--- src/rtl/thresh_presets_pkg.sv ---
// Shared types and helpers for the threshold/timer preset sequencer.
// Optional saturating step mode: define THRESH_PRESETS_SATURATE_EN.
package thresh_presets_pkg;

    typedef enum logic [1:0] {
        ST_IDLE   = 2'd0,
        ST_LOAD   = 2'd1,
        ST_OFFER  = 2'd2,
        ST_SETTLE = 2'd3
    } t_thrpset_state;

    localparam int DEFAULT_PRESET_VALUE = 65000;
    localparam int MAX_VEC_BITS         = 4096;
    localparam int MAX_VALUE_BITS       = 32;

    // Preset 0 sits in the most significant slice of the packed vector.
    function automatic logic [MAX_VALUE_BITS-1:0] preset_slice(
        input logic [MAX_VEC_BITS-1:0] vec,
        input int                      k,
        input int                      count,
        input int                      width
    );
        logic [MAX_VALUE_BITS-1:0] result;
        int                        base;
        result = '0;
        base   = (count - k - 1) * width;
        for (int b = 0; b < MAX_VALUE_BITS; b++) begin
            if (b < width) begin
                result[b] = vec[base + b];
            end
        end
        return result;
    endfunction

endpackage

--- src/rtl/thresh_presets_sequencer_step.sv ---
// Next-index logic: wrap or saturate at the active range ends, reject dual presses.
// Saturating mode is selected with THRESH_PRESETS_SATURATE_EN.
module preset_step_index #(
    parameter int PARM_ACTIVE_COUNT = 10,
    parameter int PARM_IDX_WIDTH    = 4
) (
    input  logic [PARM_IDX_WIDTH-1:0] index,
    input  logic                      btn_next,
    input  logic                      btn_prev,
    output logic [PARM_IDX_WIDTH-1:0] next_index,
    output logic                      step
);

    localparam logic [PARM_IDX_WIDTH-1:0] LAST_INDEX = PARM_IDX_WIDTH'(PARM_ACTIVE_COUNT - 1);
    localparam logic [PARM_IDX_WIDTH-1:0] ONE        = PARM_IDX_WIDTH'(1);

    always_comb begin
        next_index = index;
        step       = 1'b0;
        if (btn_next && !btn_prev) begin
            if (index >= LAST_INDEX) begin
`ifdef THRESH_PRESETS_SATURATE_EN
                step       = 1'b0;
`else
                next_index = '0;
                step       = 1'b1;
`endif
            end else begin
                next_index = index + ONE;
                step       = 1'b1;
            end
        end else if (btn_prev && !btn_next) begin
            if (index == '0) begin
`ifdef THRESH_PRESETS_SATURATE_EN
                step       = 1'b0;
`else
                next_index = LAST_INDEX;
                step       = 1'b1;
`endif
            end else begin
                next_index = index - ONE;
                step       = 1'b1;
            end
        end
    end

endmodule

--- src/rtl/thresh_presets_sequencer.sv ---
// Steps through N threshold/timer presets, offers each downstream via valid/ready, then settles.
// Define THRESH_PRESETS_SATURATE_EN to saturate at the range ends instead of wrapping.
module thresh_presets_sequencer
    import thresh_presets_pkg::*;
#(
    parameter int PARM_NUM_PRESETS    = 16,
    parameter int PARM_ACTIVE_COUNT   = 10,
    parameter int PARM_THRESH_WIDTH   = 16,
    parameter int PARM_TIMER_WIDTH    = 16,
    parameter int PARM_HOLDOFF_CYCLES = 20000,
    parameter logic [PARM_NUM_PRESETS*PARM_THRESH_WIDTH-1:0] parm_presets_config_thresholds =
        {PARM_NUM_PRESETS{PARM_THRESH_WIDTH'(DEFAULT_PRESET_VALUE)}},
    parameter logic [PARM_NUM_PRESETS*PARM_TIMER_WIDTH-1:0] parm_presets_config_timers =
        {PARM_NUM_PRESETS{PARM_TIMER_WIDTH'(DEFAULT_PRESET_VALUE)}},
    localparam int PARM_IDX_WIDTH = $clog2(PARM_NUM_PRESETS)
) (
    input  logic                         i_clk_20mhz,
    input  logic                         i_rstn_20mhz,
    input  logic                         i_btn_next,
    input  logic                         i_btn_prev,
    output logic [PARM_IDX_WIDTH-1:0]    o_value_enum,
    output logic [PARM_THRESH_WIDTH-1:0] o_value_thresh,
    output logic [PARM_TIMER_WIDTH-1:0]  o_value_timer,
    output logic                         o_cfg_valid,
    input  logic                         i_cfg_ready,
    output logic                         o_busy
);

    localparam int HOLD_W = (PARM_HOLDOFF_CYCLES > 1) ? $clog2(PARM_HOLDOFF_CYCLES) : 1;
    localparam logic [HOLD_W-1:0] HOLD_LOAD =
        HOLD_W'((PARM_HOLDOFF_CYCLES > 0) ? PARM_HOLDOFF_CYCLES - 1 : 0);
    localparam logic [PARM_THRESH_WIDTH-1:0] THRESH_0 =
        parm_presets_config_thresholds[PARM_NUM_PRESETS*PARM_THRESH_WIDTH-1 -: PARM_THRESH_WIDTH];
    localparam logic [PARM_TIMER_WIDTH-1:0] TIMER_0 =
        parm_presets_config_timers[PARM_NUM_PRESETS*PARM_TIMER_WIDTH-1 -: PARM_TIMER_WIDTH];

    // Valid/ready: o_cfg_valid rises with stable values and holds them until an edge
    // with i_cfg_ready high; that edge is the transfer. Ready outside an offer is ignored.

    t_thrpset_state              state_q, state_d;
    logic [PARM_IDX_WIDTH-1:0]   index_q, index_d;
    logic [PARM_THRESH_WIDTH-1:0] thresh_q, thresh_d;
    logic [PARM_TIMER_WIDTH-1:0] timer_q, timer_d;
    logic                        valid_q, valid_d;
    logic                        busy_q;
    logic [HOLD_W-1:0]           cnt_q, cnt_d;

    logic [PARM_IDX_WIDTH-1:0]   step_index;
    logic                        step;
    logic [MAX_VEC_BITS-1:0]     thresh_vec;
    logic [MAX_VEC_BITS-1:0]     timer_vec;
    logic [PARM_THRESH_WIDTH-1:0] sel_thresh;
    logic [PARM_TIMER_WIDTH-1:0] sel_timer;
    int                          sel;

    assign thresh_vec = MAX_VEC_BITS'(parm_presets_config_thresholds);
    assign timer_vec  = MAX_VEC_BITS'(parm_presets_config_timers);

    preset_step_index #(
        .PARM_ACTIVE_COUNT (PARM_ACTIVE_COUNT),
        .PARM_IDX_WIDTH    (PARM_IDX_WIDTH)
    ) u_step (
        .index      (index_q),
        .btn_next   (i_btn_next),
        .btn_prev   (i_btn_prev),
        .next_index (step_index),
        .step       (step)
    );

    // Indices past the stored presets fall back to preset 0.
    always_comb begin
        sel = int'(index_q);
        if (sel >= PARM_NUM_PRESETS) begin
            sel = 0;
        end
        sel_thresh = PARM_THRESH_WIDTH'(preset_slice(thresh_vec, sel, PARM_NUM_PRESETS, PARM_THRESH_WIDTH));
        sel_timer  = PARM_TIMER_WIDTH'(preset_slice(timer_vec, sel, PARM_NUM_PRESETS, PARM_TIMER_WIDTH));
    end

    always_comb begin
        state_d  = state_q;
        index_d  = index_q;
        thresh_d = thresh_q;
        timer_d  = timer_q;
        valid_d  = valid_q;
        cnt_d    = cnt_q;
        case (state_q)
            ST_IDLE: begin
                if (step) begin
                    index_d = step_index;
                    state_d = ST_LOAD;
                end
            end
            ST_LOAD: begin
                thresh_d = sel_thresh;
                timer_d  = sel_timer;
                valid_d  = 1'b1;
                state_d  = ST_OFFER;
            end
            ST_OFFER: begin
                if (i_cfg_ready) begin
                    valid_d = 1'b0;
                    cnt_d   = HOLD_LOAD;
                    state_d = (PARM_HOLDOFF_CYCLES == 0) ? ST_IDLE : ST_SETTLE;
                end
            end
            ST_SETTLE: begin
                if (cnt_q == '0) begin
                    state_d = ST_IDLE;
                end else begin
                    cnt_d = cnt_q - HOLD_W'(1);
                end
            end
            default: state_d = ST_IDLE;
        endcase
    end

    always_ff @(posedge i_clk_20mhz) begin
        if (!i_rstn_20mhz) begin
            state_q  <= ST_LOAD;
            index_q  <= '0;
            thresh_q <= THRESH_0;
            timer_q  <= TIMER_0;
            valid_q  <= 1'b0;
            busy_q   <= 1'b1;
            cnt_q    <= '0;
        end else begin
            state_q  <= state_d;
            index_q  <= index_d;
            thresh_q <= thresh_d;
            timer_q  <= timer_d;
            valid_q  <= valid_d;
            busy_q   <= (state_d != ST_IDLE);
            cnt_q    <= cnt_d;
        end
    end

    assign o_value_enum   = index_q;
    assign o_value_thresh = thresh_q;
    assign o_value_timer  = timer_q;
    assign o_cfg_valid    = valid_q;
    assign o_busy         = busy_q;

endmodule

--- config.mk ---
export PLATFORM = sky130hd
export DESIGN_NAME = thresh_presets_sequencer
export DESIGN_NICKNAME = d
export VERILOG_FILES = /design/src/rtl/thresh_presets_pkg.sv /design/src/rtl/thresh_presets_sequencer_step.sv /design/src/rtl/thresh_presets_sequencer.sv
export SDC_FILE = /design/constraint.sdc
export NUM_CORES = 1
export LEC_CHECK = 0
export BUFFER_PORTS_ARGS = -buffer_cell sky130_fd_sc_hd__buf_2
export CAP_MARGIN = 20
export CORE_MARGIN = 5
export CORE_UTILIZATION = 38
export CTS_CLUSTER_DIAMETER = 120
export DETAILED_ROUTE_END_ITERATION = 16
export PLACE_DENSITY = 0.7
export SLEW_MARGIN = 5
export SYNTH_ARGS = -nofsm -noshare
export SYNTH_HDL_FRONTEND = slang
export SYNTH_SLANG_ARGS = --single-unit
export TNS_END_PERCENT = 20
--- constraint.sdc ---
create_clock -name i_clk_20mhz -period 2.3 [get_ports i_clk_20mhz]
set_input_delay 0.115 -clock i_clk_20mhz [delete_from_list [all_inputs] [get_ports i_clk_20mhz]]
set_output_delay 0.115 -clock i_clk_20mhz [all_outputs]
set_load 0.01 [all_outputs]
**Word level (Yosys, flattened, before mapping)**

Memory sizes are Yosys's and may differ from the RTL's. A register that Yosys moved wholly into a read port is not among the register bits.
Cells that the tools add are included.

- $add $sub $neg: 20
- Multiplexer cells: 15
- Eq/ne operators: 5
- Reduce and logical (&&, ||, !) cells: 30
- Order comparisons: 1

Operators with widths:

| kind | number |
|---|---|
| $add 11x5->12 const B | 8 |
| $add 11x4->12 const B | 4 |
| $mux 15 | 2 |
| $pmux 15 s2 | 1 |
| $add 11x3->12 const B | 2 |
| $logic_not 1->1 | 18 |
| $mux 4 | 4 |
| $logic_not 15->1 | 1 |
| $sub 15x1->15 const B | 1 |
| $add 11x2->12 const B | 1 |
| $pmux 2 s4 | 1 |
| $reduce_bool 2->1 | 4 |
| $sub 6x2->7 const B | 1 |
| $mux 2 | 3 |
| $reduce_and 3->1 | 2 |
| $sub 5x4->6 const A | 1 |
| $add 4x1->4 const B | 1 |
| $eq 2x2->1 const B | 2 |
| $ge 4x4->1 const B | 1 |
| $logic_not 4->1 | 1 |
| $ne 2x2->1 const B | 2 |
| $sub 4x1->4 const B | 1 |
| $mux 1 | 3 |
| $eq 2x1->1 const B | 1 |
| 4 further kinds | 5 |

- Flip-flop bits (word level): 23
- Word-level logic and storage cells: 92
- Memories: 16
- Bits in read-only memories: 61696
- Bits of input ports: 5

Memory list:

| name | words | width | rd ports | clocked after Yosys merged registers in | write ports | RTL line | RTL |
|---|---|---|---|---|---|---|---|
| (no name shown) | 4096 | 1 | 1 | 1 | 0 | thresh_presets_pkg.sv:29 | `result[b] = vec[base + b];` |
| (no name shown) | 4096 | 1 | 1 | 1 | 0 | thresh_presets_pkg.sv:29 |  |
| (no name shown) | 4096 | 1 | 1 | 1 | 0 | thresh_presets_pkg.sv:29 |  |
| (no name shown) | 4096 | 1 | 1 | 1 | 0 | thresh_presets_pkg.sv:29 |  |
| (no name shown) | 4096 | 1 | 1 | 1 | 0 | thresh_presets_pkg.sv:29 |  |
| (no name shown) | 4096 | 1 | 1 | 1 | 0 | thresh_presets_pkg.sv:29 |  |
| +10 memories | -- | -- | -- | -- | -- | -- |  |

**Logic depth before layout (Yosys ltp)**

- Word-level depth: 7
- Depth in mapped cells: 7
- Mapped depth without buffers: 6

**Hierarchy**

From an unflattened synthesis, not the netlist that was laid out.

- Cells, all modules: 212
- Area, all modules: 1715.4 sq um

By module, submodules not included:

| module | instances | sequential area each (sq um) | cells each | area each (sq um) |
|---|---|---|---|---|
| thresh_presets_sequencer | 1 | 480.5 | 174 | 1452.6 |
| preset_step_index | 1 | 0.0 | 38 | 262.8 |

**Least setup slack after synthesis**

OpenSTA, ideal clock, no wires.

- Path type: register to register
- Start point: reg cnt_q[2]
- End point: reg cnt_q[13]
- Stages on the path, launching flop included: 5
- Path buffers: 0
- Setup time: 71 ps
- Clock period less this slack: 1877 ps
- Arrival: 1806 ps
- Path slack: 423 ps
- Path through: dfxtp_1 > or4_4 > or4_1 > or3_1 > a21oi_1

- Longest elaborated chain between the ends: 3
- Elaborated cells between the ends (all ways): 6
- Classes of those cells: add/sub: 1; eq/ne: 1; mux: 2; reduce/logical: 2

RTL lines:

| what | RTL line | RTL |
|---|---|---|
| start: declaration | thresh_presets_sequencer.sv:46 | `logic [HOLD_W-1:0] cnt_q, cnt_d;` |
| start signal: assignment | thresh_presets_sequencer.sv:134 | `cnt_q <= cnt_d;` |
| $sub 15x1->15 or $logic_not 15->1 (tied branches) | thresh_presets_sequencer.sv:111, thresh_presets_sequencer.sv:108 |  |
| $mux 15 or $ne 2x2->1 (tied branches) | -- |  |
| $pmux 15 s2 or $reduce_and 3->1 (tied branches) | -- |  |

Parallel ways exist; a longest one is shown, timed or not. The select of a mux whose other input is x is not followed.
A chain may end at the register's enable or synchronous reset.

**Worst setup path after layout**

Ends and elaborated chain as after synthesis.

==> impl_results.md <==
- Unrepaired setup endpoints after global routing: no
- Antenna Nets Post-Route: 0
- Crit path capture type: flip-flop
- DIE AREA: 5750 um2
- Post-synthesis async set-or-reset flop share: 0
- Vias: 1478
- Post-CTS sizing: 0
- Post-DP HPWL: 2630 um
- Drt drc: 0
- Fraction of layout cells with a size suffix above 1: 0.186
- Chip width: 75.8 um
- Routability cong.: 0.938
- CTS tree: yes
- Peak supply drop: 0.000946 V
- Mapped Cells: 209
- Reg clk slew, reported paths: 0.08 ns
- Worst-case clock buffer depth: 2
- Relative slew slack: 0.613
- Setup Viol. Count Final: 0
- Clk_lat worst skew: 0.27 ns
- Period minus WS final: 1.96 ns
- I/O Pins: 43
- Hold Vio Cnt, Final: 0
- Slew Viols, Final: 0
- H-tree Lvls: 1
- Reg-to-reg setup timing slack: 0.34 ns
- Initial cell density of the core: 0.386
- GRT Total Usage: 0.127
- Cts hold-fix bufs: 0
- Kind of critical path: reg2reg
- Tot Pwr: 2.68 mW
- Yosys cell types: 40
- Vias/cell: 5.43
- Root Buffer: clkbuf_8
- Layout Nets: 233
- Yosys warning total: 0
- Synth Register Bits: 24
- CTS sink count: 24
- Vias in the first global route: 1289
- Drt initial violations: 79
- Area Overhead vs Synth: 4.94%
- DRT Pass-1 Iters: 4
- Post-synthesis sequential area ratio: 0.292
- Cell area power density: 1550 nW/um2
- Wire length per cell: 13.0 um
- Port bufs: 32
- Fin Setup TNS: 0 ns
- Clock skew: 0.00318 ns
- Placed Instances: 268
- Core Area: 4260 um2
- Cell Rows: 24
- First-pass GRT wire length: 5840 um
- Syn Std Cell Area: 1650 um2
- Final Cycle Share: 0.853
- Die height: 75.8 um
- CP required: 2.50 ns
- Worst slew pin tran: 0.575 ns
- Fmax: 509 MHz
- Filler cells: 435
- Status: finished clean
- Total area of sequential cells: 480 um2
- Post-CTS Setup Bufs: 0
- Crit-path max FO: 6
- Grt total ovfl: 0
- Initial antenna violation count: 0
- Post-synth EDFFs: 0
- Largest net degree at the start of global routing: 24
- Finished Layout Cells: 272
- Area taken by multi-input logic gates: 910 um2
- Pre-CTS setup slack: 0.364 ns
- Most used DFF post-synth: dfxtp_1
- MaxCap Viol Count: 0
- Final Util: 0.405
- Critical Path AT: 2.17 ns
- Hold Crit Class: in2reg
- Final WS setup: 0.337 ns
- Post-Route WL: 3540 um
- CP startpoint kind: flip-flop
- TritonCTS Buffers: 3
- Mean Syn Cell Area: 7.87 um2
- # diodes: 0
- LEAKAGE: 0.702 nW
-- per-stage QoR --
step	hold WS [ns]	area, um2
floorplan	0.357	1680
global placement	0.375	1670
detailed placement	0.382	1670
CTS	0.0998	1730
global route	0.0998	1730
finish	0.0994	1730
-- synthesized netlist by cell type, types with 2 or more instances --
cell | n | area share
a2111oi_0 | 2 | 0.011
a211oi_1 | 3 | 0.014
a21oi_1 | 16 | 0.049
a31oi_1 | 4 | 0.015
buf_4 | 31 | 0.14
clkbuf_1 | 6 | 0.014
dfxtp_1 | 24 | 0.29
ha_1 | 7 | 0.053
inv_1 | 8 | 0.018
mux2i_1 | 2 | 0.012
nand2_1 | 10 | 0.023
nand2b_1 | 4 | 0.015
nand3_1 | 4 | 0.012
nand3b_1 | 2 | 0.0091
nand4_1 | 6 | 0.023
nand4b_1 | 2 | 0.011
nor2_1 | 12 | 0.027
nor2b_1 | 2 | 0.0076
nor3_1 | 9 | 0.027
nor3b_1 | 2 | 0.0091
nor4_1 | 4 | 0.015
o21a_1 | 4 | 0.018
o21ai_0 | 15 | 0.046
o311a_1 | 2 | 0.012
o31ai_1 | 2 | 0.0091
or3_1 | 8 | 0.030
or4_1 | 5 | 0.023
-- flip-flops by register name, indices dropped and copies added (netlist names) --
signal,count
o_value_enum,4
o_value_timer,1
o_busy,1
o_cfg_valid,1
cnt_q,15
state_q,2
-- per-layer routing --
layer  global-route usage  vias to the layer above  wire length (um)
met2                0.208                       42              1600
met4               0.0272                        0                21
met5                    0                        -                 0
li1                     -                      757                 -
met1                0.170                      673              1640
met3               0.0303                        6               280
-- cells by family after synthesis --
family / Yosys count / synth area share
muxes: 2 / 0.0122
other: 1 / 0.00228
adders and majority gates: 7 / 0.0532
AOI/OAI and AO/OA: 55 / 0.210
DFF: 24 / 0.292
buffers and inverters: 46 / 0.176
and+or+nand+nor: 74 / 0.255
-- layout make-up --
class | instances | share of cell area
Clock buffer | 4 | 0.0319
Inverter | 9 | 0.0196
Multi-Input combinational cell | 148 | 0.527
Sequential cell | 24 | 0.278
Tap cell | 52 | 0.0377
Timing Repair Buffer | 35 | 0.106
-- power breakdown --
group | switching (mW) | internal, mW | leakage (nW) | total, mW
sequential | 0.257 | 0.579 | 0.197 | 0.836
clock | 0.138 | 0.153 | 0.0288 | 0.292
combinational | 0.890 | 0.659 | 0.476 | 1.55
-- worst max-delay path, stage by stage (launching register included) --
cell	delay, ns
dfxtp_1	0.37
or4_4	0.56
or4_1	0.52
or3_1	0.31
a21oi_1	0.14
-- path summary, 6_finish.rpt --
check	startpoint	endpoint	cells after the start
worst max-delay path	cnt_q[2]	cnt_q[13]	4
worst min-delay path	i_rstn_20mhz	o_busy	2
worst max register to register	cnt_q[2]	cnt_q[13]	4
worst min register to register	o_cfg_valid	o_cfg_valid	2
-- placed cells by master, fill, tap and decap left out, types with 5 or more instances in the layout --
cell type and count:
nand4_1 6, nor2_1 12, buf_2 32, dfxtp_1 24, nand2_1 10, or3_1 8
conb_1 10, a21oi_1 16, or4_1 5, o21ai_0 15, nor3_1 9, inv_1 8
ha_1 7
Power figures use the tool's default switching activity.
